<file path="config.mk">
export PLATFORM = sky130hd
export DESIGN_NAME = hazard_ctrl
export DESIGN_NICKNAME = d
export VERILOG_FILES = /design/src/rtl/hazard_ctrl.sv
export SDC_FILE = /design/constraint.sdc
export NUM_CORES = 1
export LEC_CHECK = 0
export ABC_AREA = 1
export BUFFER_PORTS_ARGS = -buffer_cell sky130_fd_sc_hd__clkbuf_2
export CORE_ASPECT_RATIO = 0.6
export CORE_MARGIN = 2
export CORE_UTILIZATION = 45
export CTS_BUF_LIST = sky130_fd_sc_hd__clkbuf_8
export DETAILED_ROUTE_END_ITERATION = 16
export PLACE_DENSITY = 0.74
export SYNTH_ARGS = -nofsm -noshare
export SYNTH_HDL_FRONTEND = slang
export SYNTH_SLANG_ARGS = --single-unit
</file>
<file path="constraint.sdc">
create_clock -name clk -period 1.4 [get_ports clk]
set_input_delay 0 -clock clk [delete_from_list [all_inputs] [get_ports clk]]
set_output_delay 0 -clock clk [all_outputs]
set_load 0.01 [all_outputs]
</file>
<file path="src/rtl/hazard_ctrl.sv">
// Interlock and forwarding controller for the 5-stage core, with the mult/div busy window.
// Define HAZ_FWD_EN for Tnew/Tuse forwarding; left undefined, every RAW match stalls and all selects stay at RF.
module hazard_ctrl #(
    parameter int unsigned MULT_CYCLES = 5,
    parameter int unsigned DIV_CYCLES  = 10,
    parameter int unsigned CNT_W       = 4
) (
    input  logic       clk,
    input  logic       reset_n,
    input  logic [4:0] d_rs,
    input  logic [4:0] d_rt,
    input  logic [1:0] d_tuse_rs,
    input  logic [1:0] d_tuse_rt,
    input  logic [4:0] d_wa,
    input  logic [1:0] d_tnew,
    input  logic       d_md_use,
    input  logic       d_md_start,
    input  logic       d_md_div,
    output logic       stall,
    output logic [1:0] fwd_d_rs,
    output logic [1:0] fwd_d_rt,
    output logic [1:0] fwd_e_rs,
    output logic [1:0] fwd_e_rt,
    output logic       md_busy
);

    localparam logic [1:0] SEL_RF    = 2'd0;
    localparam logic [1:0] TUSE_NONE = 2'd3;

    logic [4:0]       e_wa_q, e_wa_d;
    logic [1:0]       e_tnew_q, e_tnew_d;
    logic [4:0]       e_rs_q, e_rs_d;
    logic [4:0]       e_rt_q, e_rt_d;
    logic             e_md_start_q, e_md_start_d;
    logic             e_md_div_q, e_md_div_d;
    logic [4:0]       m_wa_q, m_wa_d;
    logic [1:0]       m_tnew_q, m_tnew_d;
    logic [4:0]       w_wa_q, w_wa_d;
    logic [CNT_W-1:0] cnt_q, cnt_d;

    logic rs_used, rt_used;
    logic rs_haz, rt_haz, md_haz;

    assign rs_used = (d_tuse_rs != TUSE_NONE) && (d_rs != 5'd0);
    assign rt_used = (d_tuse_rt != TUSE_NONE) && (d_rt != 5'd0);

`ifdef HAZ_FWD_EN
    localparam logic [1:0] SEL_M = 2'd1;
    localparam logic [1:0] SEL_W = 2'd2;

    // M wins over W: it holds the younger write to the same register.
    function automatic logic [1:0] fwd_sel(input logic [4:0] src,
                                           input logic [4:0] m_wa,
                                           input logic [1:0] m_tnew,
                                           input logic [4:0] w_wa);
        logic [1:0] sel;
        sel = SEL_RF;
        if (src != 5'd0) begin
            if (m_wa == src && m_tnew == 2'd0) begin
                sel = SEL_M;
            end else if (w_wa == src) begin
                sel = SEL_W;
            end
        end
        return sel;
    endfunction

    assign rs_haz = rs_used &&
                    ((e_wa_q == d_rs && e_tnew_q > d_tuse_rs) ||
                     (m_wa_q == d_rs && m_tnew_q > d_tuse_rs));
    assign rt_haz = rt_used &&
                    ((e_wa_q == d_rt && e_tnew_q > d_tuse_rt) ||
                     (m_wa_q == d_rt && m_tnew_q > d_tuse_rt));

    assign fwd_d_rs = fwd_sel(d_rs,   m_wa_q, m_tnew_q, w_wa_q);
    assign fwd_d_rt = fwd_sel(d_rt,   m_wa_q, m_tnew_q, w_wa_q);
    assign fwd_e_rs = fwd_sel(e_rs_q, m_wa_q, m_tnew_q, w_wa_q);
    assign fwd_e_rt = fwd_sel(e_rt_q, m_wa_q, m_tnew_q, w_wa_q);
`else
    // Without bypass paths a source must wait until its producer has left W.
    assign rs_haz = rs_used && (e_wa_q == d_rs || m_wa_q == d_rs || w_wa_q == d_rs);
    assign rt_haz = rt_used && (e_wa_q == d_rt || m_wa_q == d_rt || w_wa_q == d_rt);

    assign fwd_d_rs = SEL_RF;
    assign fwd_d_rt = SEL_RF;
    assign fwd_e_rs = SEL_RF;
    assign fwd_e_rt = SEL_RF;

    logic unused_fwd_state;
    assign unused_fwd_state = ^{m_tnew_q, e_rs_q, e_rt_q};
`endif

    assign md_busy = (cnt_q != '0);
    assign md_haz  = d_md_use && (md_busy || e_md_start_q);
    assign stall   = rs_haz || rt_haz || md_haz;

    always_comb begin
        w_wa_d   = m_wa_q;
        m_wa_d   = e_wa_q;
        m_tnew_d = (e_tnew_q == 2'd0) ? 2'd0 : e_tnew_q - 2'd1;

        if (stall) begin
            e_wa_d       = '0;
            e_tnew_d     = '0;
            e_rs_d       = '0;
            e_rt_d       = '0;
            e_md_start_d = 1'b0;
            e_md_div_d   = 1'b0;
        end else begin
            e_wa_d       = d_wa;
            e_tnew_d     = d_tnew;
            e_rs_d       = d_rs;
            e_rt_d       = d_rt;
            e_md_start_d = d_md_start;
            e_md_div_d   = d_md_div;
        end

        if (e_md_start_q) begin
            cnt_d = e_md_div_q ? CNT_W'(DIV_CYCLES) : CNT_W'(MULT_CYCLES);
        end else if (cnt_q != '0) begin
            cnt_d = cnt_q - CNT_W'(1);
        end else begin
            cnt_d = cnt_q;
        end
    end

    always_ff @(posedge clk) begin
        if (!reset_n) begin
            e_wa_q       <= '0;
            e_tnew_q     <= '0;
            e_rs_q       <= '0;
            e_rt_q       <= '0;
            e_md_start_q <= 1'b0;
            e_md_div_q   <= 1'b0;
            m_wa_q       <= '0;
            m_tnew_q     <= '0;
            w_wa_q       <= '0;
            cnt_q        <= '0;
        end else begin
            e_wa_q       <= e_wa_d;
            e_tnew_q     <= e_tnew_d;
            e_rs_q       <= e_rs_d;
            e_rt_q       <= e_rt_d;
            e_md_start_q <= e_md_start_d;
            e_md_div_q   <= e_md_div_d;
            m_wa_q       <= m_wa_d;
            m_tnew_q     <= m_tnew_d;
            w_wa_q       <= w_wa_d;
            cnt_q        <= cnt_d;
        end
    end

endmodule

</file>
======== After elaboration in Yosys (flattened, before gate mapping) ========
Index checks and enable logic that the tools add are counted.
cells by class
  add/subtract/negate cells ............... 1
  multipliers ............................. 0
  divide/modulo/power cells ............... 0
  $lt $le $gt $ge ......................... 0
  eq/ne operators ......................... 8
  shift-type cells ........................ 0
  multiplexer cells ....................... 3
  bitwise logic cells ..................... 1
  reductions and logical operators ........ 17
operator list
  kind                 count
  $eq 5x5->1           6
  $mux 4               3
  $reduce_bool 5->1    2
  $logic_or 1x1->1     7
  $logic_and 1x1->1    5
  $ne 2x2->1 const B   2
  $reduce_bool 4->1    1
  $sub 4x1->4 const B  1
  $reduce_bool 2->1    1
  $reduce_or 2->1      1
  $not 1->1            1
storage, ports and cells
  flip-flop bits (word level) ............. 21
  bits in latches ......................... 0
  bits in writable memories ............... 0
  bits in read-only memories .............. 0
  bits of input ports ..................... 26
  memories kept ........................... 0

======== Logic depth before layout (Yosys ltp) ========
  depth in word-level cells ............... 7
  mapped depth ............................ 9
  gate-level depth less buffers ........... 9

======== Least setup slack after synthesis ========
No wires, ideal clock.
  kind .................................... reg-to-reg
  start ................................... register cnt_q[0]
  end ..................................... register e_md_div_q
  arrival time ............................ 1,250 ps
  required time ........................... 1,334 ps
  path slack .............................. 84 ps
  stages on the path, launching flop included .. 9
  cells stage by stage .................... dfxtp_1 -> inv_1 -> ha_1 -> nand3_1 -> nor2_1 -> inv_1 -> nand2_1 -> nand4_4 -> nor2_1
between the ends
  longest elaborated chain between the ends .. 5
ends and longest elaborated chain
  what                       line  text
  start: declaration         39    logic [CNT_W-1:0] cnt_q, cnt_d;
  start signal: assignment   149   cnt_q <= cnt_d;
  $reduce_bool 4->1          93    assign md_busy = (cnt_q != '0);
  via md_busy                24    output logic md_busy
  $logic_or 1x1->1           94    assign md_haz = d_md_use && (md_busy || e_md_start_q);
  $logic_and 1x1->1          94
  $logic_or 1x1->1           95    assign stall = rs_haz || rt_haz || md_haz;
  $reduce_or 2->1 (no line)  -
  end signal: assignment     145   e_md_div_q <= e_md_div_d;
  end: declaration           35    logic e_md_div_q, e_md_div_d;
The timed path passes the listed nets, and every way through them passes these cells.
A chain may end at the register's enable or synchronous reset.

======== Worst setup path in the final report ========
  start ................................... register cnt_q[1]
  end ..................................... output stall
between the ends
  longest elaborated chain between the ends .. 4
ends and longest elaborated chain
  what               line  text
  $reduce_bool 4->1  93
  $logic_or 1x1->1   94
  $logic_and 1x1->1  94
  $logic_or 1x1->1   95
  end: declaration   19    output logic stall,
No other way between the ends.

==> summary.txt <==
Status
  – Outcome: finished, final reports clean

Yosys
  – FFs w/ async S/R, synth: 0%
  – Commonest register cell after synthesis: dfxtp_1
  – Cell taking the most area after synthesis: dfxtp_1
  – Synth warnings: 0
  – Post-synth top cells: 61 x nand2_1, 45 x inv_1, 24 x nor2_1
  – Number of synthesized flops with an enable pin: 0
  – Post-synth cell types: 20
  – Most frequent cell after synthesis: nand2_1
  – Syn_area_per_cell: 6.37 um^2
  – Seq/Total Area, Yosys: 32.5%
  – Register bit total from synthesis: 21
  – Synth Instances: 203
  – Yosys top cell area share: 32.5%
  – Synth area leaders: dfxtp_1 32%, nand2_1 18%, inv_1 13%
  – Synthesized area: 0.00129 mm^2

Floorplanning
  – Die H: 45.5 um
  – Die area: 0.00333 mm^2
  – Row cnt: 15
  – Chip width: 73.2 um
  – Core area: 0.00280 mm^2
  – Io pins: 36
  – Initial Util: 46.3%

Worst setup path
  – Crit path kind: reg -> out
  – Crit path DAT: 1370 ps
  – R2R Path End: cnt_q[0]
  – Critical path capture point type: output port
  – Most used cell, CP: inv_2
  – Slowest CP cell: dfxtp_2
  – R2r startpoint: cnt_q[1]
  – Peak per-stage delay on the critical path: 320 ps
  – Worst EP required: 1400 ps
  – Crit start category: register
  – Critical Path, Cell by Cell: inv_2 > ha_4 > nand3_4 > nor2_4 > inv_2 > nand2_4 > nand3_2 > buf_6
  – Kind of cell adding the most delay to the critical path: simple AND/OR/NAND/NOR gates
  – FF-to-FF path depth: 9
  – WP buf/inv: 3
  – R2R Setup Slk: 40 ps
  – Critical path peak fanout: 3

Detailed routing
  – Vias: 1217
  – Vias per cell: 4.35
  – Drt wl/cell: 10.4 um
  – Initial DRC count: 69
  – Routed Antenna Nets: 0
  – Post-Route WL: 2910 um
  – Detailed Routing Iterations Pass 1: 5
  – DRC Markers: 0

Hold path
  – Worst hold path class: in -> reg
  – Hold Startpoint: reset_n
  – Hold depth: 3
  – Hold endpoint: m_wa_q[0]

STA
  – Setup violations, final: 0
  – Minimum clock period: 1370 ps
  – Final TNS setup: 0 ps
  – Fin crit share: 98.1%
  – Max Slew Vio Count: 0
  – Worst hold margin: 132 ps
  – Fmax: 728 MHz
  – Final hold violations: 0
  – Setup WS post-layout: 26.2 ps
  – Worst Skew: 8.61 ps
  – RSZ-0062 raised after global routing: true

Clock tree
  – Num Clock Sinks: 21
  – Clk buf depth: 2
  – Total CTS buffers: 3
  – Clk root buf: clkbuf_8
  – CTS tree: done
  – H-tree depth: 1
  – Clk Latency, worst-skew pair: 260 ps
  – Clk slew on worst S/H paths: 80 ps

Placement
  – Final HPWL DP: 2040 um
  – Dpl cell area: 0.00144 mm^2
  – Buffers on Ports: 25
  – Placed cells: 262
  – Place WS: 48.8 ps
  – Gpl congestion: 0.849

Power
  – Comb power frac: 44.4%
  – Reg power frac: 37.1%
  – Pwr Total: 2.12 mW
  – Clk pwr share: 18.4%
  – Switching share of power: 35.7%
  – P_leak: 0.970 nW
  – Pint: 1.36 mW
  – Power density cells: 1250 mW/mm^2
  – Net Sw Power: 0.757 mW
  – Peak supply drop: 968 uV

Global route
  – Grt ovf: 0
  – Pin count of the biggest net entering global routing: 15
  – Gr usage total: 17.6%
  – First-pass GRT wire length: 4400 um
  – Initial antenna violation count: 0
  – Vias in the first global route: 1045

Finish
  – ANT cells: 0
  – Fin util: 60.9%
  – Area Growth Syn to Fin: 31.6%
  – Final Instance Area: 0.00170 mm^2
  – Nets: 275
  – Layout cells sized above 1: 26.4%
  – Post-Layout Cell Count: 280

Run
  – Max Cap Violations: 0
==> area by class of cell <==
type	instances	area, um^2
Clock buffer	3	41.3
Timing Repair Buffer	41	277
Fill cell	275	1090
Sequential cell	21	447
Multi-Input combinational cell	135	722
Clock inverter	1	5.00
Inverter	45	169
Tap cell	34	42.5
==> cells by family after synthesis <==
family,count (synthesis),share of synthesized area [%]
other,1,0.290
xor gates and xnor gates,17,11.5
and+or+nand+nor,101,32.3
buffers and inverters,54,18.0
AOI/OAI and AO/OA,7,3.48
DFF,21,32.5
adders and majority gates,2,1.93
==> tightest hold or removal path, delay by kind of cell <==
kind	cells	cell delay [ps]
simple gates	1	120
buf+inv	2	250
==> cell usage in the layout, fill, tap and decap left out, types with 2 or more instances in the layout <==
master         Yosys  routed
dfxtp_1           21       6
buf_6              0       3
nand2_2            1       2
nand2_1           61      59
o21ai_0            2       2
clkbuf_8           0       3
nor2_1            24      23
buf_4              8       7
xor2_1            10      10
clkbuf_2           0      24
nand3_1           13      11
xnor2_1            7       6
conb_1             1       8
dfxtp_4            0       3
inv_2              0       3
dlygate4sd3_1      0       7
inv_1             45      42
dfxtp_2            0      12
==> how the worst max path moves through the flow <==
| stage | startpoint | endpoint | slack (ps) | depth (start not counted) |
|---|---|---|---|---|
| 6_report | cnt_q[1] | stall | 30 | 8 |
| 5_1_grt | m_wa_q[3] | stall | -40 | 9 |
| 4_1_cts | w_wa_q[3] | stall | 3 | 9 |
| 3_5_place_dp | cnt_q[0] | e_wa_q[1] | 50 | 8 |
| 3_3_place_gp | cnt_q[0] | e_wa_q[3] | 120 | 8 |
| 2_1_floorplan | cnt_q[0] | e_md_div_q | 80 | 8 |
==> layer usage <==
layer  track usage [%]  wire length [um]
met1              24.8              1420
met2              27.9              1310
met3              3.32               171
met4              4.44                11
met5                 0                 0
==> power by group through the flow <==
stage / Sequential, mW / Clock, mW / Combinational, mW
after floorplan: 0.755 / 0 / 0.468
after global placement: 0.777 / 0 / 0.619
after detailed placement: 0.778 / 0 / 0.629
after CTS: 0.778 / 0.398 / 0.764
after global routing: 0.799 / 0.423 / 1.04
final: 0.788 / 0.391 / 0.943
==> repair_timing <==
item,in CTS,in global routing
hold buffers,7,0
resized for setup,18,18
buffers inserted,4,3
pin swaps,2,9
hold endpoints to repair,7,0
endpoints found under the setup margin,1,10
==> state kept, by name (all words and copies together), names as in the netlist <==
signal and flops:
e_md_div_q 1, cnt_q 4, e_md_start_q 1, e_wa_q 5
w_wa_q 5, m_wa_q 5
Note: power is estimated with default switching activity, not from simulation.
